<file path="src/rtl/rv32i_types.sv">
// rv32i_types: shared types and constants for the RV32I core front end.
//   fetch_state_t : instruction-fetch controller states
//   PC_RESET      : program counter value after reset
//   word_align()  : clears the two low address bits of a fetch target
package rv32i_types;

  typedef enum logic [1:0] {
    FETCH   = 2'd0,  // read outstanding for the current PC
    HOLD    = 2'd1,  // instruction buffered while downstream is stalled
    DISCARD = 2'd2   // read outstanding for a squashed PC
  } fetch_state_t;

  localparam logic [31:0] PC_RESET = 32'h0000_0060;

  function automatic logic [31:0] word_align(input logic [31:0] addr);
    return addr & 32'hFFFF_FFFC;
  endfunction

endpackage

</file>
<file path="src/rtl/pc_reg.sv">
// pc_reg: 32-bit program counter with synchronous reset to PC_RESET.
// Ports:
//   clk, rst    : clock, synchronous active-high reset
//   load        : update the PC this cycle
//   sel_target  : 1 = load word-aligned target, 0 = load PC+4
//   target      : redirect target (low two bits ignored)
//   pc          : current PC
//   pc_plus4    : pc + 4 (mod 2^32)
module pc_reg
  import rv32i_types::*;
(
  input  logic        clk,
  input  logic        rst,
  input  logic        load,
  input  logic        sel_target,
  input  logic [31:0] target,
  output logic [31:0] pc,
  output logic [31:0] pc_plus4
);

  assign pc_plus4 = pc + 32'd4;

  // PC register: sequential advance or aligned redirect target.
  always_ff @(posedge clk) begin
    if (rst) begin
      pc <= PC_RESET;
    end else if (load) begin
      pc <= sel_target ? word_align(target) : pc_plus4;
    end else begin
      pc <= pc;
    end
  end

endmodule

</file>
<file path="src/rtl/ifetch_stage.sv">
// ifetch_stage: RV32I instruction-fetch stage. Owns the PC, runs the
// instruction-memory read handshake, buffers one instruction across a
// downstream stall and tracks redirects that land while a read is in flight.
// Ports:
//   clk, rst                 : clock, synchronous active-high reset
//   stall_in                 : IF/ID cannot accept this cycle
//   redirect, redirect_pc    : control transfer and its target
//   imem_address, imem_read  : memory request (address = current PC)
//   imem_rdata, imem_resp    : memory read data / single-cycle completion
//   instr_out, pc_out, pc_plus4_out, instr_valid : IF/ID payload
//   fetch_busy               : read outstanding with nothing usable
// Optional build macro IFETCH_PERF_CTR_EN adds perf_fetched / perf_squashed.
module ifetch_stage
  import rv32i_types::*;
(
  input  logic        clk,
  input  logic        rst,
  input  logic        stall_in,
  input  logic        redirect,
  input  logic [31:0] redirect_pc,
  output logic [31:0] imem_address,
  output logic        imem_read,
  input  logic [31:0] imem_rdata,
  input  logic        imem_resp,
  output logic [31:0] instr_out,
  output logic [31:0] pc_out,
  output logic [31:0] pc_plus4_out,
  output logic        instr_valid,
  output logic        fetch_busy
`ifdef IFETCH_PERF_CTR_EN
  ,
  output logic [31:0] perf_fetched,
  output logic [31:0] perf_squashed
`endif
);

  fetch_state_t state, state_next;
  logic [31:0]  pc, pc_plus4;
  logic [31:0]  hold_buf;
  logic [31:0]  target, target_next;
  logic [31:0]  load_target;
  logic         pc_load, pc_sel_target, buf_load;

  pc_reg u_pc_reg (
    .clk        (clk),
    .rst        (rst),
    .load       (pc_load),
    .sel_target (pc_sel_target),
    .target     (load_target),
    .pc         (pc),
    .pc_plus4   (pc_plus4)
  );

  assign imem_address = pc;
  assign imem_read    = !rst && (state != HOLD);
  assign pc_out       = pc;
  assign pc_plus4_out = pc_plus4;
  assign instr_out    = (state == HOLD) ? hold_buf : imem_rdata;
  assign instr_valid  = !rst && !redirect &&
                        (((state == FETCH) && imem_resp) || (state == HOLD));
  assign fetch_busy   = !rst &&
                        (((state == FETCH) && !imem_resp) || (state == DISCARD));

  // Next-state and PC-update decisions; redirect outranks stall everywhere.
  always_comb begin
    state_next    = state;
    pc_load       = 1'b0;
    pc_sel_target = 1'b0;
    load_target   = redirect_pc;
    target_next   = target;
    buf_load      = 1'b0;
    case (state)
      FETCH: begin
        if (redirect) begin
          if (imem_resp) begin
            pc_load       = 1'b1;
            pc_sel_target = 1'b1;
          end else begin
            // Address must stay put until the stale read completes.
            target_next = word_align(redirect_pc);
            state_next  = DISCARD;
          end
        end else if (imem_resp) begin
          if (stall_in) begin
            buf_load   = 1'b1;
            state_next = HOLD;
          end else begin
            pc_load = 1'b1;
          end
        end else begin
          state_next = FETCH;
        end
      end
      HOLD: begin
        if (redirect) begin
          pc_load       = 1'b1;
          pc_sel_target = 1'b1;
          state_next    = FETCH;
        end else if (!stall_in) begin
          pc_load    = 1'b1;
          state_next = FETCH;
        end else begin
          state_next = HOLD;
        end
      end
      DISCARD: begin
        if (imem_resp) begin
          // A redirect arriving with the stale response is the newest one.
          pc_load       = 1'b1;
          pc_sel_target = 1'b1;
          load_target   = redirect ? redirect_pc : target;
          state_next    = FETCH;
        end else if (redirect) begin
          target_next = word_align(redirect_pc);
        end else begin
          state_next = DISCARD;
        end
      end
      default: begin
        state_next = FETCH;
      end
    endcase
  end

  // Controller state, hold buffer and latched redirect target.
  always_ff @(posedge clk) begin
    if (rst) begin
      state    <= FETCH;
      hold_buf <= 32'd0;
      target   <= 32'd0;
    end else begin
      state  <= state_next;
      target <= target_next;
      if (buf_load) begin
        hold_buf <= imem_rdata;
      end else begin
        hold_buf <= hold_buf;
      end
    end
  end

`ifdef IFETCH_PERF_CTR_EN
  logic accept, squash;

  assign accept = instr_valid && !stall_in;
  // Dropped response (redirected or stale) or dropped hold buffer.
  assign squash = !rst &&
                  ((imem_resp && (redirect || (state == DISCARD))) ||
                   ((state == HOLD) && redirect));

  // Free-running event counters, wrapping at 2^32.
  always_ff @(posedge clk) begin
    if (rst) begin
      perf_fetched  <= 32'd0;
      perf_squashed <= 32'd0;
    end else begin
      perf_fetched  <= perf_fetched + {31'd0, accept};
      perf_squashed <= perf_squashed + {31'd0, squash};
    end
  end
`endif

endmodule
</file>
<file path="config.mk">
export PLATFORM = sky130hd
export DESIGN_NAME = ifetch_stage
export DESIGN_NICKNAME = d
export VERILOG_FILES = /design/src/rtl/rv32i_types.sv /design/src/rtl/pc_reg.sv /design/src/rtl/ifetch_stage.sv
export SDC_FILE = /design/constraint.sdc
export NUM_CORES = 1
export LEC_CHECK = 0
export ABC_AREA = 1
export BUFFER_PORTS_ARGS = -buffer_cell sky130_fd_sc_hd__buf_4
export CAP_MARGIN = 20
export CORE_MARGIN = 2
export CORE_UTILIZATION = 30
export DETAILED_ROUTE_END_ITERATION = 8
export GPL_ROUTABILITY_DRIVEN = 0
export SETUP_SLACK_MARGIN = 0.1
export SLEW_MARGIN = 20
export SYNTH_ARGS = -nofsm -noshare
export SYNTH_HDL_FRONTEND = slang
export SYNTH_SLANG_ARGS = --single-unit
</file>
<file path="constraint.sdc">
create_clock -name clk -period 3.2 [get_ports clk]
set_input_delay 0.48 -clock clk [delete_from_list [all_inputs] [get_ports clk]]
set_output_delay 0.48 -clock clk [all_outputs]
set_load 0.05 [all_outputs]
</file>
==> results of run 1 <==
==> stage by stage <==
step / total power [uW] / hold WS, ps / std cells / instance area [um2] / util (%)
after floorplan: 2150 / 425 / 857 / 5440 / -
after global placement: 2470 / 434 / 1207 / 6780 / 38.0
after detailed placement: 2470 / 438 / 1207 / 6780 / 38.0
after CTS: 3610 / 356 / 1223 / 7090 / 39.8
after global routing: 3740 / 359 / 1224 / 7120 / 39.9
final: 3570 / 365 / 1225 / 7120 / 39.9
==> report_power, final <==
group          switching [uW]  internal, uW  total, uW
Combinational             783           327       1110
Sequential               86.5          1250       1340
Clock                     492           632       1120
==> metal layers <==
metal	global-route usage (%)	vias to the layer above	part of all wire, %	wire, um
met2	26.0	199	43	7440
met1	23.3	2627	45	7790
met5	0	-	0.23	40
li1	-	2969	-	-
met3	6.72	22	9.6	1650
met4	4.94	6	1.4	240
==> synth_stat cells, drive strengths merged <==
cell type | count | share of area [%]
a211oi | 1 | 0.14
nand4 | 1 | 0.12
ha | 1 | 0.23
dfxtp | 94 | 35
nor2 | 143 | 11
o22ai | 2 | 0.23
o2111ai | 1 | 0.16
a21oi | 59 | 5.7
clkinv | 1 | 0.069
conb | 1 | 0.069
o211ai | 6 | 0.83
clkbuf | 30 | 2.1
and2 | 3 | 0.35
nand3 | 45 | 4.2
buf | 50 | 6.6
a211o | 1 | 0.16
nand3b | 4 | 0.55
a31oi | 3 | 0.35
nand2 | 242 | 17
xnor2 | 4 | 0.65
xor2 | 11 | 1.8
inv | 47 | 3.3
nor3 | 2 | 0.28
a21o | 1 | 0.14
o21ai | 99 | 9.3
==> layout by cell type (no fill, tap or decap), types with 4 or more instances in the layout <==
| cell type | Yosys | final |
|---|---|---|
| conb_1 | 1 | 6 |
| nand3b_1 | 4 | 4 |
| nand2_2 | 4 | 4 |
| a21oi_1 | 58 | 58 |
| o21ai_0 | 98 | 98 |
| nor2_1 | 131 | 130 |
| nor2_2 | 6 | 7 |
| nand2_1 | 237 | 237 |
| nor2_4 | 6 | 6 |
| xor2_1 | 11 | 11 |
| nand3_1 | 44 | 44 |
| inv_2 | 4 | 5 |
| clkbuf_16 | 0 | 9 |
| o211ai_1 | 6 | 6 |
| dfxtp_1 | 94 | 94 |
| inv_1 | 43 | 42 |
| xnor2_1 | 4 | 4 |
| buf_4 | 37 | 200 |
==> worst max-delay path, delay by kind of cell (launching register included) <==
kind	cells	cell delay (ps)
adder cells (fa/ha/maj)	1	270
buffers and inverters	1	180
flip-flops	1	410
AND/OR/NAND/NOR	6	930
==> worst max-delay path by stage <==
stage,endpoint,depth (start not counted)
3_3_place_gp,pc_plus4_out[22],8
3_5_place_dp,pc_plus4_out[22],8
4_1_cts,pc_plus4_out[22],8
6_report,pc_plus4_out[22],8
5_1_grt,pc_plus4_out[22],8
2_1_floorplan,pc_plus4_out[15],5
==> cell type report <==
type	instances	area share, %
tap	229	4.02
clock buffer	10	3.35
multi-input combinational	635	40.9
inverter	48	2.53
clock inverter	6	0.984
timing repair buffer	202	21.7
sequential	94	26.4
antenna	1	0.0351
==> cell families (layout without fill, tap and decap cells) <==
logic type	after synthesis	in the layout	share of synthesized area, %
compound gates	173	173	17.0
xor+xnor	15	15	2.42
fa+ha+maj	1	1	0.231
buf+inv	128	266	12.0
flops	94	94	34.7
other cells	1	7	0.0691
simple gates	440	440	33.6
==> flow_summary.yaml, run 1 <==
outcome:
  status: "finished clean"
sta:
  worst_pin_slew_ps: 862
  setup_ws_ps: 589
  rsz0062_at_grt: "false"
  period_share_pct: 81.6
  slew_violations: 0
  slew_headroom_pct: 42.5
  fin_skew_ps: 8.26
  finalSetupTns_ps: 0
  period_minus_slack_ps: 2610
  setup_viol: 0
  fmax_mhz: 383
  finalHoldViolations: 0
placed_design:
  post-dp-hpwl_um: 12300
  io_buffers: 191
  detailedPlace.worstSlack_ps: 933
layout:
  finalNetCount: 1060
  nFillCells: 1923
  largest_reg_flops: 32
  seq_area_um2: 1880
  drive_gt1_share_pct: 24.6
  syn2layout_area_growth_pct: 31.3
  multiInputGateArea_um2: 2910
synth:
  ys_ff_latch: 94
  ys_warn_count: 0
  syn-mean-instance-area_um2: 6.37
  ys_types: 37
  netlist_instances: 852
  netlist_area_um2: 5420
  ys_seq_area_share_pct: 34.7
floorplan:
  dieWidth_um: 138
  floorplan.initialDensity_pct: 30.4
  coreArea_um2: 17800
  row_count: 49
  die_area_um2: 19200
  io_pins: 200
  die_y_um: 138
clock_tree:
  cts_buffer_depth: 2
  clockRootBuffer: "clkbuf_16"
  path_clk_slew_ps: 70
  cts_buffers: 9
  cts-resized-gates: 0
  cts_tree: "built"
  htreeDepth: 3
  ctsHoldBuffers: 0
  numClockSinks: 94
  cts_setup_buffers: 0
  clock_latency_ps: 350
global_route:
  grt_max_degree: 65
  grt_antenna_before_repair: 4
  grt_pass1_wl_um: 27400
  grt_pass1_vias: 5182
  track_usage_pct: 17.4
  grt_overflow: 0
detailed_routing:
  drcViolationCount: 0
  wl_um: 17200
  drt_iter0_markers: 297
  routed_via_density: 4.75
  ant_nets: 0
  drt-pass1-iter-count: 5
  post_drt_wl_per_cell_um: 14.0
  vias: 5823
min_path:
  whs_endpoint: "hold_buf[17]"
  hp-start: "imem_rdata[17]"
  hold_class: "in2reg"
  hold_depth: 3
worst_setup_path:
  cp-end-kind: "primary output"
  r2r-start: "state[0]"
  cp-start-kind: "register"
  worstPathRequired_ps: 2720
  cp.arrival_ps: 2130
  critical_path_class: "reg2out"
  r2r_slack_ps: 1220
  cp_cell_sequence: "ha_1 -> nand2_1 -> nor2_1 -> nand2_2 -> nor2_2 -> nand3_1 -> and2_1 -> buf_4"
  slowest_stage: "dfxtp_1"
  r2r_end: "target[19]"
  critPathMaxFanout: 5
  max_stage_delay_ps: 410
  r2r.worst_path.cells: 7
  setup.worst_path.start: "u_pc_reg.pc[2]"
flow_run:
  maxCapViolCount: 0
power:
  p_per_area_nw_per_um2: 501
  peakVddDrop_v: 0.000230
  p_leak_uw: 0.00343
Power figures use the tool's default switching activity.
==> run 2, diff against run 1 <==
==> constraint.sdc (replaced) <==
create_clock -name clk -period 2.7 [get_ports clk]
set_input_delay 0.405 -clock clk [delete_from_list [all_inputs] [get_ports clk]]
set_output_delay 0.405 -clock clk [all_outputs]
set_load 0.05 [all_outputs]
==> flow_summary.yaml, run 2 (synthesized netlist as in run 1, its figures left out) <==
outcome:
  status: "finished clean"
clock_tree:
  cts_tree: "built"
  ctsHoldBuffers: 0
  path_clk_slew_ps: 70
  cts_buffers: 9
  htreeDepth: 3
  clockRootBuffer: "clkbuf_16"
  cts_buffer_depth: 2
  clock_latency_ps: 360
  numClockSinks: 94
sta:
  rsz0062_at_grt: "false"
  period_share_pct: 89.6
  finalHoldViolations: 0
  worst_pin_slew_ps: 1090
  setup_viol: 0
  fmax_mhz: 413
  hold-worst-slack_ps: 282
  finalSetupTns_ps: 0
  slew_headroom_pct: 27.6
  fin_skew_ps: 13.4
  period_minus_slack_ps: 2420
  slew_violations: 0
detailed_routing:
  drt-pass1-iter-count: 5
  wl_um: 17100
  post_drt_wl_per_cell_um: 14.0
  ant_nets: 0
  vias: 5802
  routed_via_density: 4.73
  drt_iter0_markers: 237
  drcViolationCount: 0
placed_design:
  post-dp-hpwl_um: 12300
  io_buffers: 191
layout:
  mostFrequentLayoutCells: "nand2_1, buf_4, nor2_1"
  drive_gt1_share_pct: 25.9
  fin_util_pct: 40.4
  final_common_cell: "nand2_1"
  finalNetCount: 1062
  antenna_cells: 0
  syn2layout_area_growth_pct: 32.8
  largest_reg_flops: 32
min_path:
  hold_class: "in2reg"
worst_setup_path:
  max_stage_delay_ps: 400
  cp_cell_sequence: "ha_1 -> nand2_1 -> nor2_1 -> nand2_2 -> nor2_4 -> nand3_1 -> and2_1 -> buf_4"
  worstPathRequired_ps: 2300
  cp-start-kind: "register"
  critPathMaxFanout: 5
  path_buf_inv: 1
  cp.arrival_ps: 2010
  slowest_stage: "dfxtp_1"
  crit_family: "simple AND/OR/NAND/NOR gates"
  critical_path_class: "reg2out"
  cp-end-kind: "primary output"
power:
  p_leak_uw: 0.00347
  peakVddDrop_v: 0.000335
  p_per_area_nw_per_um2: 595
  finalPower_uw: 4280
floorplan:
  floorplan.initialDensity_pct: 30.4
  io_pins: 200
  row_count: 49
  die_area_um2: 19200
  coreArea_um2: 17800
  dieWidth_um: 138
  die_y_um: 138
global_route:
  grt_overflow: 0
  grt_pass1_vias: 5386
  grt_max_degree: 59
  grt_pass1_wl_um: 27800
  track_usage_pct: 17.7
  grt_antenna_before_repair: 1
flow_run:
  maxCapViolCount: 0
run 2: cell types whose count changed in the layout (fill, tap and decap cells not counted), moves of 2 or more:
cell | before | now
xnor2_2 | 0 | 2
xnor2_1 | 4 | 2
xor2_1 | 11 | 4
clkinvlp_4 | 3 | 0
xor2_2 | 0 | 7
buf_4 | 200 | 203
clkbuf_8 | 1 | 3
nor2_1 | 130 | 128
run 2: through the flow:
stage	instance area, um2	setup slack [ps]	instances
2_1_floorplan	5510	141	857
5_1_grt	7200	130	1226
6_report	7200	280	1226
3_5_place_dp	6870	487	1210
3_3_place_gp	6870	516	1210
4_1_cts	7190	100	1226
run 2: path summary, 6_finish.rpt:
check / start / end / slack [ps] / depth (start not counted)
setup reg to reg: state[0] / u_pc_reg.pc[20] / 920 / 7
setup / recovery: u_pc_reg.pc[2] / pc_plus4_out[22] / 280 / 8
hold reg to reg: target[17] / target[17] / 450 / 2
hold / removal: imem_rdata[8] / hold_buf[8] / 280 / 3
run 2: layout make-up:
class | count | area [um2]
Clock buffer | 12 | 267
Clock inverter | 4 | 52.6
Fill cell | 1912 | 10600
Inverter | 48 | 180
Multi-Input combinational cell | 635 | 2990
Sequential cell | 94 | 1880
Tap cell | 229 | 287
Timing Repair Buffer | 204 | 1540
run 2: per-layer routing:
metal  routed length, um  track usage (%)
met5                  13                0
met3                1480             5.65
met4                 267             5.64
met2                7550             27.2
met1                7830             23.6
run 2: where the power goes:
part	total, uW	internal (uW)	switching, uW	leakage, uW
Clock	1380	798	579	0.000159
Sequential	1580	1480	98.7	0.000773
Combinational	1330	393	933	0.00254
Total	4280	2670	1610	0.00347
run 2: timing repair:
action,in CTS,in global routing
gates resized for setup,0,3
setup endpoints to repair,0,5
setup buffers,0,0
run 2: worst register-to-register path: cells and delay by family, from the launching register on:
kind,cells,cell delay [ps]
AOI/OAI and AO/OA,2,270
buffers and inverters,2,600
DFF,1,440
and+or+nand+nor,3,340
